===== src/rtl/tx_line_pkg.sv =====
// Shared types and character constants for the line transmitter and receiver.
package tx_line_pkg;

    typedef enum logic [3:0] {
        ST_IDLE      = 4'd0,
        ST_FETCH     = 4'd1,
        ST_LOAD      = 4'd2,
        ST_SEND      = 4'd3,
        ST_WAIT_ACK  = 4'd4,
        ST_WAIT_DONE = 4'd5,
        ST_EOL_CR    = 4'd6,
        ST_EOL_LF    = 4'd7,
        ST_FINISH    = 4'd8
    } state_e;

    typedef enum logic [1:0] {
        ITEM_PAYLOAD = 2'd0,
        ITEM_CR      = 2'd1,
        ITEM_LF      = 2'd2
    } item_e;

    localparam logic [7:0] CHAR_NUL = 8'h00;
    localparam logic [7:0] CHAR_CR  = 8'h0D;
    localparam logic [7:0] CHAR_LF  = 8'h0A;

    // Payload stops at the terminator or once the length cap has been reached.
    function automatic logic end_of_payload(input logic [7:0] data,
                                            input logic [7:0] count,
                                            input logic [7:0] max_len);
        return (data == CHAR_NUL) || (count == max_len);
    endfunction

endpackage


===== src/rtl/tx_line_handshake.sv =====
// Byte handshake with the UART TX: start strobe, wait for tx_done to fall
// (bounded by a timeout), then wait for it to rise again.
module tx_handshake
    import tx_line_pkg::*;
#(
    parameter int ACK_TIMEOUT = 16
) (
    input  logic clock,
    input  logic reset,
    input  logic req_i,
    input  logic clr_err_i,
    input  logic tx_done_i,
    output logic ack_o,
    output logic err_o,
    output logic tx_start_o,
    output logic tx_error_o
);

    localparam int CNT_W = (ACK_TIMEOUT > 1) ? $clog2(ACK_TIMEOUT) : 1;
    localparam logic [CNT_W-1:0] CNT_LAST = CNT_W'(ACK_TIMEOUT - 1);

    state_e           phase_q, phase_d;
    logic [CNT_W-1:0] cnt_q, cnt_d;
    logic             tx_start_q, tx_start_d;
    logic             tx_error_q, tx_error_d;
    logic             waiting_ack_s;
    logic             timeout_s;

    // State and output registers.
    always_ff @(posedge clock or posedge reset) begin
        if (reset) begin
            phase_q    <= ST_IDLE;
            cnt_q      <= '0;
            tx_start_q <= 1'b0;
            tx_error_q <= 1'b0;
        end else begin
            phase_q    <= phase_d;
            cnt_q      <= cnt_d;
            tx_start_q <= tx_start_d;
            tx_error_q <= tx_error_d;
        end
    end

    // Next phase; a tx_done already low during the strobe cycle counts as the ack.
    always_comb begin
        phase_d = phase_q;
        case (phase_q)
            ST_IDLE: begin
                if (req_i) phase_d = ST_SEND;
                else       phase_d = ST_IDLE;
            end
            ST_SEND, ST_WAIT_ACK: begin
                if (!tx_done_i)           phase_d = ST_WAIT_DONE;
                else if (cnt_q == CNT_LAST) phase_d = ST_IDLE;
                else                      phase_d = ST_WAIT_ACK;
            end
            ST_WAIT_DONE: begin
                if (tx_done_i) phase_d = ST_IDLE;
                else           phase_d = ST_WAIT_DONE;
            end
            default: phase_d = ST_IDLE;
        endcase
    end

    // Strobe, timeout counter, sticky error and the ack/err pulses to the line FSM.
    always_comb begin
        waiting_ack_s = (phase_q == ST_SEND) || (phase_q == ST_WAIT_ACK);
        timeout_s     = waiting_ack_s && tx_done_i && (cnt_q == CNT_LAST);
        ack_o         = (phase_q == ST_WAIT_DONE) && tx_done_i;
        err_o         = timeout_s;
        tx_start_d    = (phase_q == ST_IDLE) && req_i;

        if (phase_q == ST_IDLE) begin
            cnt_d = '0;
        end else if (waiting_ack_s && tx_done_i && !timeout_s) begin
            cnt_d = cnt_q + CNT_W'(1);
        end else begin
            cnt_d = cnt_q;
        end

        if (clr_err_i) begin
            tx_error_d = 1'b0;
        end else if (timeout_s) begin
            tx_error_d = 1'b1;
        end else begin
            tx_error_d = tx_error_q;
        end
    end

    assign tx_start_o = tx_start_q;
    assign tx_error_o = tx_error_q;

endmodule


===== src/rtl/tx_line.sv =====
// Line transmitter: reads a NUL-terminated string from a synchronous-read RAM
// and feeds it byte by byte to the UART TX, followed by CR and optional LF.
module tx_line
    import tx_line_pkg::*;
#(
    parameter int ADDR_W      = 8,
    parameter int APPEND_LF   = 1,
    parameter int MAX_LEN     = 255,
    parameter int ACK_TIMEOUT = 16
) (
    input  logic              clock,
    input  logic              reset,
    input  logic              start,
    input  logic [ADDR_W-1:0] start_addr,
    output logic [ADDR_W-1:0] addr,
    input  logic [7:0]        data_read,
    output logic [7:0]        tx_data,
    output logic              tx_start,
    input  logic              tx_done,
    output logic              busy,
    output logic              tx_line_done,
    output logic              tx_error,
    output logic [7:0]        sent_count
);

    localparam logic [7:0] MAX_LEN_C = 8'(MAX_LEN);

    state_e            state_q, state_d;
    item_e             item_q, item_d;
    logic [ADDR_W-1:0] addr_q, addr_d;
    logic [7:0]        tx_data_q, tx_data_d;
    logic [7:0]        sent_count_q, sent_count_d;
    logic              busy_q, busy_d;
    logic              line_done_q, line_done_d;
    logic              eop_s;
    logic              req_s;
    logic              clr_err_s;
    logic              hs_ack_s;
    logic              hs_err_s;

    assign eop_s = end_of_payload(data_read, sent_count_q, MAX_LEN_C);

    // State and registered outputs; reset aborts any line in progress.
    always_ff @(posedge clock or posedge reset) begin
        if (reset) begin
            state_q      <= ST_IDLE;
            item_q       <= ITEM_PAYLOAD;
            addr_q       <= '0;
            tx_data_q    <= 8'h00;
            sent_count_q <= 8'd0;
            busy_q       <= 1'b0;
            line_done_q  <= 1'b0;
        end else begin
            state_q      <= state_d;
            item_q       <= item_d;
            addr_q       <= addr_d;
            tx_data_q    <= tx_data_d;
            sent_count_q <= sent_count_d;
            busy_q       <= busy_d;
            line_done_q  <= line_done_d;
        end
    end

    // Next state; ST_SEND covers the whole handshake until ack or err.
    always_comb begin
        state_d = state_q;
        case (state_q)
            ST_IDLE: begin
                if (start) state_d = ST_FETCH;
                else       state_d = ST_IDLE;
            end
            ST_FETCH: state_d = ST_LOAD;
            ST_LOAD: begin
                if (eop_s) state_d = ST_EOL_CR;
                else       state_d = ST_SEND;
            end
            ST_SEND: begin
                if (hs_err_s) begin
                    state_d = ST_FINISH;
                end else if (hs_ack_s) begin
                    case (item_q)
                        ITEM_PAYLOAD: state_d = ST_FETCH;
                        ITEM_CR:      state_d = (APPEND_LF != 0) ? ST_EOL_LF : ST_FINISH;
                        ITEM_LF:      state_d = ST_FINISH;
                        default:      state_d = ST_FINISH;
                    endcase
                end else begin
                    state_d = ST_SEND;
                end
            end
            ST_EOL_CR: state_d = ST_SEND;
            ST_EOL_LF: state_d = ST_SEND;
            ST_FINISH: state_d = ST_IDLE;
            default:   state_d = ST_IDLE;
        endcase
    end

    // Datapath and output next values.
    always_comb begin
        item_d       = item_q;
        addr_d       = addr_q;
        tx_data_d    = tx_data_q;
        sent_count_d = sent_count_q;
        clr_err_s    = 1'b0;
        busy_d       = (state_d != ST_IDLE);
        line_done_d  = (state_d == ST_FINISH);
        req_s        = (state_q != ST_SEND) && (state_d == ST_SEND);
        case (state_q)
            ST_IDLE: begin
                if (start) begin
                    addr_d       = start_addr;
                    sent_count_d = 8'd0;
                    clr_err_s    = 1'b1;
                end else begin
                    addr_d = addr_q;
                end
            end
            ST_LOAD: begin
                if (!eop_s) begin
                    tx_data_d = data_read;
                    item_d    = ITEM_PAYLOAD;
                end else begin
                    tx_data_d = tx_data_q;
                end
            end
            ST_EOL_CR: begin
                tx_data_d = CHAR_CR;
                item_d    = ITEM_CR;
            end
            ST_EOL_LF: begin
                tx_data_d = CHAR_LF;
                item_d    = ITEM_LF;
            end
            ST_SEND: begin
                if (!hs_err_s && hs_ack_s && (item_q == ITEM_PAYLOAD)) begin
                    addr_d       = addr_q + ADDR_W'(1);
                    sent_count_d = sent_count_q + 8'd1;
                end else begin
                    addr_d = addr_q;
                end
            end
            default: begin
                item_d = item_q;
            end
        endcase
    end

    tx_handshake #(
        .ACK_TIMEOUT(ACK_TIMEOUT)
    ) u_handshake (
        .clock      (clock),
        .reset      (reset),
        .req_i      (req_s),
        .clr_err_i  (clr_err_s),
        .tx_done_i  (tx_done),
        .ack_o      (hs_ack_s),
        .err_o      (hs_err_s),
        .tx_start_o (tx_start),
        .tx_error_o (tx_error)
    );

    assign addr         = addr_q;
    assign tx_data      = tx_data_q;
    assign busy         = busy_q;
    assign tx_line_done = line_done_q;
    assign sent_count   = sent_count_q;

endmodule


===== config.mk =====
export PLATFORM = sky130hd
export DESIGN_NAME = tx_line
export DESIGN_NICKNAME = d
export VERILOG_FILES = /design/src/rtl/tx_line_pkg.sv /design/src/rtl/tx_line_handshake.sv /design/src/rtl/tx_line.sv
export SDC_FILE = /design/constraint.sdc
export NUM_CORES = 1
export LEC_CHECK = 0
export ABC_AREA = 1
export BUFFER_PORTS_ARGS = -buffer_cell sky130_fd_sc_hd__clkbuf_2
export CAP_MARGIN = 20
export CORE_MARGIN = 10
export CORE_UTILIZATION = 54
export DETAILED_ROUTE_END_ITERATION = 12
export GPL_ROUTABILITY_DRIVEN = 0
export GPL_TIMING_DRIVEN = 0
export PLACE_DENSITY = 0.79
export SKIP_LAST_GASP = 1
export SLEW_MARGIN = 20
export SYNTH_ARGS = -nofsm -noshare
export SYNTH_HDL_FRONTEND = slang
export SYNTH_SLANG_ARGS = --single-unit

===== constraint.sdc =====
create_clock -name clock -period 2.1 [get_ports clock]
set_input_delay 0.105 -clock clock [delete_from_list [all_inputs] [get_ports clock]]
set_output_delay 0.105 -clock clock [all_outputs]
set_load 0.02 [all_outputs]

==> reports/metrics.cfg, run 1 <==
[drt]
avgRoutedWirePerCell_microns = 12.60
dr_total_vias = 2028
final_antenna_net_count = 0
drc = 0
vias_per_cell = 5.020
drt_iter0_markers = 90
dr.pass1.iters = 5
wl_microns = 5091

[synth]
synth-edff-count = 0
synth.distinct_cells = 26
synth.yosys.seq_area_share = 0.4584
syn-cell-area_sq_um = 2238
yosysTopAreaCellShare = 0.4584
syn-instance-count = 297
ys_seq_elements = 41
yosysWarningCount = 0
yosysTopAreaCell = dfrtp_1
syn-num-nets = 320
synthTopCellsByArea = dfrtp_1 46%, nand2_1 17%, nand3_1 7.8%
syn_avg_cell_area_sq_um = 7.537
ys_async_sr_fraction = 1.000
synthFlopType = dfrtp_1

[pwr]
swShare = 0.4555
seqPwrFrac = 0.388
p_int_mw = 1.736
pwr-share-comb = 0.454
finalPower_mw = 3.188
p_leak_nw = 1.545
power.density_nw_per_um2 = 1200
switchingPower_mw = 1.452
peakVddDrop_mv = 0.6763
clkPwrFrac = 0.158

[global_route]
overflow = 0
grt_pass1_wl_microns = 8963
antenna_found_initial = 0
grt_pass1_vias = 2042
grt_max_degree = 23
grtUsageTotal = 0.1479

[clocking]
clk_pin_slew_worst_paths_ns = 0.08
numCtsBuffers = 5
cts.sinks = 41
cts_tree = built
cts_post_setup_buffers_inserted = 0
cts_max_level = 2
clockRootBuffer = clkbuf_8
cts.path.max_buffers = 2
clk-insertion-delay-late_ns = 0.30

[timing]
fmax_ghz = 0.5786
max_slew_margin = 0.6879
worst_pin_slew_ns = 0.4675
drv_slew = 0
fin_crit_sh = 0.8231
finalSetupTns_ns = 0
clock_skew_ns = 0.008744
min_period_ns = 1.728
finalSetupViolCount = 0
rsz0062_at_grt = false
hold_viol_final = 0

[final_layout]
final_layout_size_suffix_gt1_frac = 0.1977
final_cells = 404
diodes = 0
design_area_sq_um = 2656
nFillCells = 361
nets = 376
areaGrowthSynthToFinish_pct = 18.67

[hold_path]
hold_class = in2reg
worstHoldStart = start
whs_path_depth = 2

[worst_setup_path]
rr_startpoint = sent_count[0]$_DFFE_PP0P_
cp-startpoint = sent_count[0]$_DFFE_PP0P_
worstPathRequired_ns = 2.28
critPathKind = reg2reg
r2r_cells = 9
crit_arrival_ns = 1.91
crit_path_start_kind = flop
cp_max_fo = 9
cp-end-kind = flop

[die]
die_h_microns = 84.39
ios = 48
placeableCoreArea_sq_um = 4000
die_w_microns = 84.39
start_util = 0.5596
row_count = 23
die-area_sq_um = 7121

[outcome]
status = complete, no violations

[placement]
numPortBuffers = 47
placedCellCount = 395
postPlaceCellArea_sq_um = 2564
dp_hpwl_microns = 3923

[run]
cap_violations = 0

## registers in the layout, summed over array words and instances (netlist names)
name / count
addr: 8
sent_count: 8
tx_data: 8
state_q: 4
u_handshake.cnt_q: 4
u_handshake.phase_q: 3
item_q: 2
busy: 1
tx_line_done: 1
u_handshake.tx_error_o: 1
u_handshake.tx_start_o: 1
## stage by stage
stage | hold WS [ns] | util | setup slack (ns)
2_1_floorplan | 0.1907 | - | 0.5236
3_3_place_gp | 0.3064 | 0.6340 | 0.4240
3_5_place_dp | 0.1291 | 0.6409 | 0.4076
4_1_cts | 0.01218 | 0.6641 | 0.3574
5_1_grt | 0.009680 | 0.6641 | 0.2051
6_report | 0.01406 | 0.6641 | 0.3716
## timing repair
item	in CTS	in global routing
hold endpoints to repair	19	0
resized for setup	0	0
hold buffers	1	0
## cells in the final DEF, fill, tap and decap left out, drive strengths merged, types with 2 or more instances in the layout
master  count
a21oi       2
buf         6
clkbuf     53
clkinv      2
dfrtp      41
ha          3
inv        45
nand2     103
nand3      37
nand3b      2
nand4       5
nor2       23
o21ai      13
o21bai      2
o22ai       4
xor2        7
## worst max-delay path: stages, from the launching register on
cell and delay, ns:
dfrtp_1 0.42, ha_1 0.25, nand3_1 0.16, inv_1 0.06
nand2_1 0.10, nand3_2 0.17, nand2_2 0.21, inv_1 0.13
nand2_1 0.07, nand2_1 0.05
## worst paths after layout
path / endpoint / slack (ns)
setup / recovery: tx_data[2]$_DFFE_PP0P_ / 0.37
hold / removal: u_handshake.tx_error_o$_DFFE_PP0P_ / 0.01
setup reg to reg: tx_data[2]$_DFFE_PP0P_ / 0.37
hold reg to reg: tx_data[0]$_DFFE_PP0P_ / 0.47
max in group asynchronous: tx_data[6]$_DFFE_PP0P_ / 1.27
min in group asynchronous: addr[4]$_DFFE_PP0P_ / 0.35
## cells by family after synthesis
kind of cell	share of synthesized area
flip-flops	0.4584
AND/OR/NAND/NOR	0.3449
multiplexers	0.004472
AO/OA/AOI/OAI	0.05869
buffers and inverters	0.08943
XOR/XNOR	0.02739
adder cells (fa/ha/maj)	0.01677
## routing by layer
layer | global-route usage | vias to the layer above | part of all wire
met5 | 0 | - | 0
met4 | 0.03892 | 0 | 0.0053
met3 | 0.05700 | 3 | 0.063
met2 | 0.2656 | 43 | 0.51
met1 | 0.1581 | 934 | 0.42
li1 | - | 1048 | -
## Yosys cell counts (2+ instances only)
master / n
inv_1: 45
nand4_1: 4
xor2_1: 7
buf_2: 4
a21oi_1: 2
nand2_2: 2
ha_1: 3
nor2_1: 22
o21bai_1: 2
nand3_2: 2
o22ai_1: 4
nand3_1: 35
dfrtp_1: 41
nand2_1: 100
o21ai_0: 12
nand3b_1: 2
## area by class of cell
cell class	instances	area [sq um]	share of cell area
Multi-Input combinational cell	206	1012	0.3811
Timing Repair Buffer	49	272.8	0.1027
Sequential cell	41	1026	0.3862
Clock buffer	6	72.57	0.02732
Tap cell	50	62.56	0.02355
Inverter	45	168.9	0.06359
Buffer	5	31.28	0.01178
Clock inverter	2	10.01	0.003768
## power by group through the flow
| stage | combinational [mW] | sequential (mW) | clock (mW) |
|---|---|---|---|
| after global routing | 1.65 | 1.28 | 0.549 |
| after CTS | 1.47 | 1.24 | 0.513 |
| after floorplan | 0.835 | 1.42 | 0 |
| after detailed placement | 1.46 | 1.25 | 0 |
| after global placement | 1.41 | 1.24 | 0 |
| final | 1.45 | 1.24 | 0.504 |
Note: power is estimated with default switching activity, not from simulation.
==> run 2, diff against run 1 <==
Clock period 2.1 ns to 1.7 ns, I/O delays scaled along.
==> run 2 against run 1 <==
First-iteration DRC count rose by 12%. Sequential share of layout area is 0.61 points lower. Sequential cell count unchanged. Core utilization grew 1.1 points. Clock skew grew 0.0015 ns. Critical endpoint is now tx_data[6]$_DFFE_PP0P_.
==> reports/metrics.cfg, run 2 (synthesized netlist as in run 1, its figures left out) <==
[die]
start_util = 0.5596
ios = 48
row_count = 23
placeableCoreArea_sq_um = 4000
die-area_sq_um = 7121
die_h_microns = 84.39
die_w_microns = 84.39

[worst_setup_path]
rr_startpoint = sent_count[1]$_DFFE_PP0P_
crit_arrival_ns = 1.79
r2r_cells = 8
crit_path_start_kind = flop
critPathKind = reg2reg
cp-end-kind = flop
worstPathCellList = ha_1 -> nand3_2 -> inv_1 -> nand2_1 -> nand3_4 -> nand2_4 -> buf_4 -> o22ai_1
slowest_delay_ns = 0.41
cp_max_fo = 8
worstPathRequired_ns = 1.91
cp_slowest_cell = dfrtp_1
cp-startpoint = sent_count[1]$_DFFE_PP0P_

[timing]
hold_viol_final = 0
drv_slew = 0
fmax_ghz = 0.6349
fin_crit_sh = 0.9265
clock_skew_ns = 0.01026
worst_pin_slew_ns = 0.4667
finalSetupViolCount = 0
min_period_ns = 1.575
finalSetupTns_ns = 0
hold_ws_ns = 0.05076
max_slew_margin = 0.6884

[global_route]
grt_pass1_vias = 2046
overflow = 0
grt_pass1_wl_microns = 8983
grt_max_degree = 23
antenna_found_initial = 0
grtUsageTotal = 0.1481

[drt]
vias_per_cell = 5.005
drc = 0
avgRoutedWirePerCell_microns = 12.71
dr_total_vias = 2037
drt_iter0_markers = 101
final_antenna_net_count = 0
wl_microns = 5173
dr.pass1.iters = 4

[clocking]
clockRootBuffer = clkbuf_8
numCtsBuffers = 5
cts_max_level = 2
cts.path.max_buffers = 2
clk_pin_slew_worst_paths_ns = 0.08
cts.sinks = 41
clk-insertion-delay-late_ns = 0.30
cts_tree = built

[final_layout]
diodes = 0
nFillCells = 356
fin_util = 0.6747
final_layout_size_suffix_gt1_frac = 0.2045
nets = 379
layout_commonest_cell = nand2_1
register_area_sq_um = 1026
areaGrowthSynthToFinish_pct = 20.57
multi_input_area_sq_um = 1030
final_cell_mix = 100 x nand2_1, 47 x clkbuf_2, 44 x inv_1

[outcome]
status = complete, no violations

[run]
cap_violations = 0

[hold_path]
worstHoldStart = data_read[7]
whs_path_depth = 3
hold_class = in2reg

[pwr]
power.density_nw_per_um2 = 1485
finalPower_mw = 4.008
peakVddDrop_mv = 0.8080
p_leak_nw = 1.561

[placement]
numPortBuffers = 47
dp_hpwl_microns = 3923

==> run 2: cell types whose count changed in the layout (fill, tap and decap cells not counted) <==
cell,delta
buf_4,+2
dlygate4sd3_1,+1
nand2_2,-1
nand2_4,+1
nand3_1,-1
nand3_4,+1
==> run 2: worst paths after layout <==
path	to	slack (ns)
worst min register to register	tx_data[0]$_DFFE_PP0P_	0.47
worst max register to register	tx_data[6]$_DFFE_PP0P_	0.12
max in group asynchronous	state_q[3]$_DFF_PP0_	0.89
min in group asynchronous	addr[4]$_DFFE_PP0P_	0.33
worst min-delay path	tx_data[7]$_DFFE_PP0P_	0.05
worst max-delay path	tx_data[6]$_DFFE_PP0P_	0.12
==> run 2: metal layers <==
layer / vias to the layer above / wire, microns / track usage
met5: - / 0 / 0
met4: 0 / 40 / 0.03892
met3: 5 / 291 / 0.05700
met2: 29 / 2620 / 0.2656
met1: 945 / 2221 / 0.1586
li1: 1058 / - / -
==> run 2: where the power goes <==
group          internal, mW  switching (mW)  total (mW)
combinational         0.640            1.21        1.85
sequential             1.26           0.266        1.53
clock                 0.285           0.342       0.627
total                  2.19            1.82        4.01
==> run 2: what timing repair did <==
| item | in CTS | in global routing |
|---|---|---|
| pin swaps | 0 | 1 |
| hold endpoints to repair | 20 | 0 |
| resized for setup | 1 | 2 |
| hold buffers | 2 | 0 |
| buffers inserted | 0 | 2 |
| setup endpoints to repair | 5 | 8 |
==> run 2: area by class of cell <==
| class | count | area share |
|---|---|---|
| clock inverter | 2 | 0.003709 |
| buffer | 5 | 0.01159 |
| sequential | 41 | 0.3802 |
| multi-input combinational | 206 | 0.3815 |
| inverter | 45 | 0.06259 |
| timing repair buffer | 52 | 0.1103 |
| clock buffer | 6 | 0.02689 |
| tap | 50 | 0.02318 |
==> run 2: metrics by stage <==
step	instances	cell area [sq um]	setup WS, ns
finish	407	2699	0.1249
global route	407	2699	-0.002980
CTS	405	2671	0.008372
detailed placement	395	2564	0.007572
global placement	394	2536	0.02405
floorplan	297	2238	0.1236
==> run 2: worst max-delay path, delay by kind of cell (launching register included) <==
family	cells	cell delay [ns]
AOI/OAI and AO/OA	1	0.12
DFF	1	0.41
and+or+nand+nor	4	0.48
adders and majority gates	1	0.23
buffers and inverters	2	0.23
